### src/rtl/free_ptr_arbiter.sv
// Round-robin sequencer for the shared-cache free pointer FIFO: one allocation
// pop and one release push per cycle, plus free-cell count and watermark.
module free_ptr_arbiter #(
  parameter int unsigned NUM_PORTS = 4,
  parameter int unsigned PTR_BIT   = 8,
  parameter int unsigned LOW_WM    = 4
) (
  input  logic                         clk,
  input  logic                         rst,
  input  logic                         en,
  input  logic [NUM_PORTS-1:0]         alloc_req,
  output logic [NUM_PORTS-1:0]         alloc_gnt,
  output logic [PTR_BIT-1:0]           alloc_ptr,
  input  logic [NUM_PORTS-1:0]         rel_req,
  input  logic [NUM_PORTS*PTR_BIT-1:0] rel_ptr,
  output logic [NUM_PORTS-1:0]         rel_ack,
  output logic                         fifo_rd,
  output logic                         fifo_wr,
  output logic [PTR_BIT-1:0]           fifo_w_data,
  input  logic [PTR_BIT-1:0]           fifo_r_data,
  input  logic                         fifo_empty,
  input  logic                         fifo_full,
  output logic [PTR_BIT:0]             free_cnt,
  output logic                         free_low,
  output logic                         err_rel_full
);

  localparam int unsigned IDX_W = (NUM_PORTS > 1) ? $clog2(NUM_PORTS) : 1;
  localparam int unsigned CNT_W = PTR_BIT + 1;
  localparam int unsigned POOL  = 1 << PTR_BIT;
  localparam logic [CNT_W-1:0] CNT_FULL = CNT_W'(POOL);
  localparam logic [CNT_W-1:0] CNT_LOW  = CNT_W'(LOW_WM);

  // First requester at or after rr, searching upward modulo NUM_PORTS.
  function automatic logic [IDX_W-1:0] rr_pick(input logic [NUM_PORTS-1:0] req,
                                               input logic [IDX_W-1:0] rr);
    logic [IDX_W-1:0] win;
    logic             found;
    int unsigned      idx;
    win   = rr;
    found = 1'b0;
    for (int i = 0; i < NUM_PORTS; i++) begin
      idx = (32'(rr) + 32'(i)) % NUM_PORTS;
      if (!found && req[IDX_W'(idx)]) begin
        win   = IDX_W'(idx);
        found = 1'b1;
      end
    end
    return win;
  endfunction

  function automatic logic [IDX_W-1:0] next_rr(input logic [IDX_W-1:0] win);
    return IDX_W'((32'(win) + 32'd1) % NUM_PORTS);
  endfunction

  logic [IDX_W-1:0] alloc_rr, rel_rr;
  logic [IDX_W-1:0] alloc_win, rel_win;
  logic             alloc_ok, rel_ok;
  logic [CNT_W-1:0] cnt_nxt;

  // Grant/ack decode; everything is forced low while reset is asserted.
  always_comb begin
    alloc_gnt   = '0;
    rel_ack     = '0;
    alloc_ptr   = '0;
    fifo_w_data = '0;
    alloc_win   = rr_pick(alloc_req, alloc_rr);
    rel_win     = rr_pick(rel_req, rel_rr);
    alloc_ok    = ~rst & en & ~fifo_empty & (|alloc_req);
    rel_ok      = ~rst & ~fifo_full & (|rel_req);
    if (alloc_ok) begin
      alloc_gnt[alloc_win] = 1'b1;
      alloc_ptr            = fifo_r_data;
    end
    if (rel_ok) begin
      rel_ack[rel_win] = 1'b1;
      fifo_w_data      = rel_ptr[32'(rel_win)*PTR_BIT +: PTR_BIT];
    end
    fifo_rd = alloc_ok;
    fifo_wr = rel_ok;
    cnt_nxt = free_cnt;
    if (rel_ok && !alloc_ok && free_cnt != CNT_FULL) begin
      cnt_nxt = free_cnt + CNT_W'(1);
    end else if (alloc_ok && !rel_ok && free_cnt != '0) begin
      cnt_nxt = free_cnt - CNT_W'(1);
    end
  end

  // Round-robin pointers, free count, watermark and sticky duplicate-release flag.
  always_ff @(posedge clk or posedge rst) begin
    if (rst) begin
      alloc_rr     <= '0;
      rel_rr       <= '0;
      free_cnt     <= CNT_FULL;
      free_low     <= 1'b0;
      err_rel_full <= 1'b0;
    end else begin
      if (alloc_ok) alloc_rr <= next_rr(alloc_win);
      if (rel_ok)   rel_rr   <= next_rr(rel_win);
      if (fifo_full && (|rel_req)) err_rel_full <= 1'b1;
      free_cnt <= cnt_nxt;
      free_low <= (cnt_nxt <= CNT_LOW);
    end
  end

endmodule

### config.mk
export PLATFORM = sky130hd
export DESIGN_NAME = free_ptr_arbiter
export DESIGN_NICKNAME = d
export VERILOG_FILES = /design/src/rtl/free_ptr_arbiter.sv
export SDC_FILE = /design/constraint.sdc
export NUM_CORES = 1
export LEC_CHECK = 0
export CORE_UTILIZATION = 33
export CTS_CLUSTER_DIAMETER = 120
export DETAILED_ROUTE_END_ITERATION = 6
export GPL_ROUTABILITY_DRIVEN = 0
export HOLD_SLACK_MARGIN = 0.05
export PLACE_DENSITY_LB_ADDON = 0.25
export SLEW_MARGIN = 5
export SYNTH_ARGS = -nofsm -noshare
export SYNTH_HDL_FRONTEND = slang
export SYNTH_SLANG_ARGS = --single-unit
### constraint.sdc
create_clock -name clk -period 5.17 [get_ports clk]
set_clock_uncertainty 0.15 [all_clocks]
set_input_delay 0.7755 -clock clk [delete_from_list [all_inputs] [get_ports clk]]
set_output_delay 0.7755 -clock clk [all_outputs]
set_load 0.005 [all_outputs]
== Word-level counts from Yosys, hierarchy flattened ==
Cells that the tools add are included.
Cells by class
  add/subtract/negate cells: 10
  $lt $le $gt $ge: 13
  eq/ne operators: 1
  shift-type cells: 1
  multiplexer cells: 38
  bitwise operators: 8
  reduce and logical (&&, ||, !) cells: 24
Operator list (count)
  $shiftx A32 B6 Y8: 1
  $lt A2 B3 Y1 const B: 10
  $mux W9: 2
  $bmux W1 S2: 8
  $mux W1: 16
  $mux W8: 2
  $logic_and A1 B1 Y1: 13
  $mux W2: 6
  $add A9 B1 Y9 const B: 1
  $le A9 B3 Y1 const B: 1
  $ne A9 B9 Y1 const B: 1
  $reduce_bool A9 Y1: 1
  $sub A9 B1 Y9 const B: 1
  $add A2 B1 Y2 const B: 4
  $add A2 B2 Y2 const B: 4
  $logic_not A1 Y1: 8
  $mux W4: 2
  $reduce_or A4 Y1: 2
  $and A1 B1 Y1: 5
  $demux W1 S2: 2
  $ge A2 B1 Y1 const B: 2
  $not A1 Y1: 3
Storage, ports and cells
  bits in registers: 15
  input bits: 53
  word-level logic and storage cells: 100

== Longest topological paths before layout ==
  depth in word-level cells: 17
  depth in mapped cells: 9
  gate-level depth less buffers: 8

== Worst setup path after synthesis ==
Ideal clock, no wire load.
  path kind: input port to output port
  start point: input rel_req[2]
  end point: output fifo_w_data[0]
  arrival time: 2.170 ns
  required time: 4.245 ns
  path slack: 2.075 ns
  cell stages on the path: 7
  cells stage by stage: inv_1 a21oi_1 a21oi_1 o211ai_1 buf_2 mux4_2 and2_1
On the way
  word-level cells in the longest chain between the ends: 14
  elaborated cells on any way between the ends: 24
RTL lines
  from (decl): RTL line 14  | input logic [NUM_PORTS-1:0] rel_req,
  $bmux W1 S2: RTL line 44  | if (!found && req[IDX_W'(idx)]) begin
  $mux W1 (implied by the code): RTL line 44
  $mux W1: RTL line 44
  $logic_not A1 Y1: RTL line 44
  $logic_and A1 B1 Y1: RTL line 44
  $mux W1: RTL line 44
  $logic_not A1 Y1: RTL line 44
  $logic_and A1 B1 Y1: RTL line 44
  $mux W1: RTL line 44
  $logic_not A1 Y1: RTL line 44
  $logic_and A1 B1 Y1: RTL line 44
  $mux W2: RTL line 44
  $shiftx A32 B6 Y8: RTL line 77  | fifo_w_data = rel_ptr[32'(rel_win)*PTR_BIT +: PTR_BIT];
  $mux W8 (*): RTL line 75  | if (rel_ok) begin
  to (decl): RTL line 19  | output logic [PTR_BIT-1:0] fifo_w_data,
Mark *: on every way between the ends. The rest lies on a longest branch, timed or not. The select of a mux whose other input is x is not followed.

== Worst setup path in the final report ==
  start point: input rel_req[2]
  end point: output fifo_w_data[6]
The elaborated chain is that of the path after synthesis.

==> impl_metrics.env <==
export IMPL_status="complete, no violations"
export IMPL_synth_most_common_cell="and3_1"
export IMPL_grt_pass1_vias=1684
export IMPL_io_pin_count=90
export IMPL_grt_pass1_wl_mm=8.017
export IMPL_max_freq_mhz=227.4
export IMPL_hold_buffers=0
export IMPL_root_buffer="clkbuf_8"
export IMPL_synth_edf_count=0
export IMPL_netlist_area_leader_share_pct=21.62
export IMPL_dpl_hpwl_mm=3.802
export IMPL_antenna_found_initial=0
export IMPL_crit_slowest_cell="clkdlybuf4s50_1"
export IMPL_synth_area_leader_cell="dfrtp_1"
export IMPL_cpPeakStageDelay_ns=0.54
export IMPL_drive_gt1_share_pct=7.143
export IMPL_end_kind="primary output"
export IMPL_arrival_ns=3.47
export IMPL_worst_pin_slew_ns=0.5937
export IMPL_path_class="input port to primary output"
export IMPL_synth_ff_type="dfrtp_1"
export IMPL_crit_chain="clkdlybuf4s50_1, inv_1, a21oi_1, a21oi_1, o211ai_1, buf_4, mux4_2, and2_1, clkdlybuf4s50_1"
export IMPL_cts_tree="done"
export IMPL_cp_required_ns=4.24
export IMPL_nets=345
export IMPL_synth_seq_cells=15
export IMPL_overflow=0
export IMPL_first_iter_violations=130
export IMPL_seq_area_frac_synth_pct=23.24
export IMPL_synth_area_um2=1620
export IMPL_dr_pass1_iters=4
export IMPL_clock_path_buffers=2
export IMPL_grt_max_degree=16
export IMPL_syn_inst=192
export IMPL_utilization_pct=55.50
export IMPL_pre_cts_slack_ns=0.7333
export IMPL_synth_nets=256
export IMPL_die_x_um=72.07
export IMPL_htree_levels=1
export IMPL_vias=1801
export IMPL_post_cts_resized=0
export IMPL_p_leak_nw=1.078
export IMPL_setup_worst_path_start_class="input port"
export IMPL_maxSlewViolCount=0
export IMPL_cts_buffers=3
export IMPL_drc=0
export IMPL_core_area_um2=4723
export IMPL_dieArea_um2=5194
export IMPL_routed_wl_mm=4.742
export IMPL_finalSetupViolCount=0
export IMPL_synth_area_per_cell_um2=8.439
export IMPL_slew_headroom_pct=60.05
export IMPL_rsz0062_at_grt="false"
export IMPL_avgViaCountPerCell=5.190
export IMPL_finalSetupTns_ns=0
export IMPL_min_path_type="flip-flop to flip-flop"
export IMPL_ys_types=45
export IMPL_ys_top_cells_by_count="18 x and3_1, 15 x inv_1, 14 x dfrtp_1"
export IMPL_powerDensity_nw_per_um2=324.0
export IMPL_finalWorstSetupSlack_ns=0.7728
export IMPL_hold_violations=0
export IMPL_cap_violations=0
export IMPL_antennaDiodeCount=0
export IMPL_die_h_um=72.07
export IMPL_clk_pin_slew_ns=0.07
export IMPL_ys_warn_count=0
export IMPL_syn_to_final_growth_pct=61.78
export IMPL_ir_drop_mv=0.1434
export IMPL_start_util_pct=34.30
export IMPL_ant_nets=0
export IMPL_grt_use_total_pct=19.19
export IMPL_postCtsSetupBuffers=0
export IMPL_synthTopCellsByArea="dfrtp_1 22%, mux4_2 11%, ha_1 8.5%, and3_1 6.9%, and2_1 5.0%"
export IMPL_cp_max_fo=9
export IMPL_min_period_ns=4.397
export IMPL_min_period_over_period_pct=85.05
export IMPL_fp_row_count=25
export IMPL_port_buffers=89
export IMPL_synthArstFlopShare_pct=100.0
export IMPL_worst_skew_pair_late_latency_ns=0.25
export IMPL_wl_per_cell_um=13.67
export IMPL_clock_sinks=15
-- layout by cell type, fill, tap and decap left out, drive strengths merged, types with 3 or more instances in the layout --
cell type	synthesis	layout
and2	13	13
mux4	8	8
or4	3	3
o21ai	15	15
clkbuf	5	3
inv	15	15
o211ai	3	3
and3	18	18
nor2	12	12
nor2b	3	3
nor4	5	5
and4	3	3
nor3	5	5
ha	11	11
nand2	11	11
or3	5	5
a21oi	9	9
dfrtp	14	14
nand3	4	4
clkdlybuf4s50	0	89
-- through the flow --
| stage | total power, mW | hold slack (ns) | cells | instance area, µm² |
|---|---|---|---|---|
| 2_1_floorplan | 0.5379 | 0.3010 | 192 | 1620 |
| 3_3_place_gp | 0.7423 | 0.3065 | 343 | 2575 |
| 3_5_place_dp | 0.7517 | 0.3273 | 343 | 2575 |
| 4_1_cts | 0.8548 | 0.3473 | 347 | 2621 |
| 5_1_grt | 0.9279 | 0.3737 | 347 | 2621 |
| 6_report | 0.8494 | 0.3324 | 347 | 2621 |
-- final cells by class --
| cell class | instances | area, µm² |
|---|---|---|
| Clock buffer | 3 | 41.29 |
| Clock inverter | 1 | 5.005 |
| Fill cell | 442 | 2102 |
| Inverter | 15 | 56.30 |
| Multi-Input combinational cell | 155 | 1152 |
| Sequential cell | 15 | 376.6 |
| Tap cell | 67 | 83.83 |
| Timing Repair Buffer | 91 | 905.9 |
-- worst paths after layout --
| path | cells past startpoint | from | slack [ns] | endpoint |
|---|---|---|---|---|
| worst max-delay path | 9 | rel_req[2] | 0.77 | fifo_w_data[6] |
| worst min-delay path | 1 | err_rel_full | 0.33 | err_rel_full |
| worst max register to register | 8 | free_cnt[1] | 2.26 | free_low |
| worst min register to register | 1 | err_rel_full | 0.33 | err_rel_full |
| max in group asynchronous | 2 | rst | 3.67 | free_cnt[6] |
| min in group asynchronous | 2 | rst | 0.82 | err_rel_full |
-- critical path: cells and delay by family --
family	cells	cell delay (ns)
AOI/OAI and AO/OA	3	0.65
buffers and inverters	4	1.36
muxes	1	0.51
and+or+nand+nor	1	0.17
-- kinds of logic (layout without fill, tap and decap cells) --
family                     after synthesis  in the layout  share of synthesized area, %
muxes                                    8              8                         11.12
buffers and inverters                   22            110                         5.637
adders and majority gates               11             11                         8.494
and+or+nand+nor                         91             91                         33.05
DFF                                     15             15                         23.24
xor gates and xnor gates                 3              3                         1.622
AOI/OAI and AO/OA                       42             42                         16.83
-- metal layers --
metal  wire length (µm)  track usage [%]  up-vias
li1                   -                -      899
met2               2308            33.54       69
met4                 46            3.704        0
met5                  0                0        -
met1               2061            24.15      827
met3                325            4.583        6
-- power breakdown --
group          total (mW)  internal, mW  switching, mW
clock              0.0998        0.0535         0.0463
sequential          0.261         0.169         0.0924
combinational       0.489         0.286          0.203
-- registers in the layout (all words and copies together) (netlist names) --
| name | count |
|---|---|
| free_cnt | 9 |
| free_low | 1 |
| err_rel_full | 1 |
| alloc_rr | 2 |
| rel_rr | 2 |
Note: power is estimated with default switching activity, not from simulation.
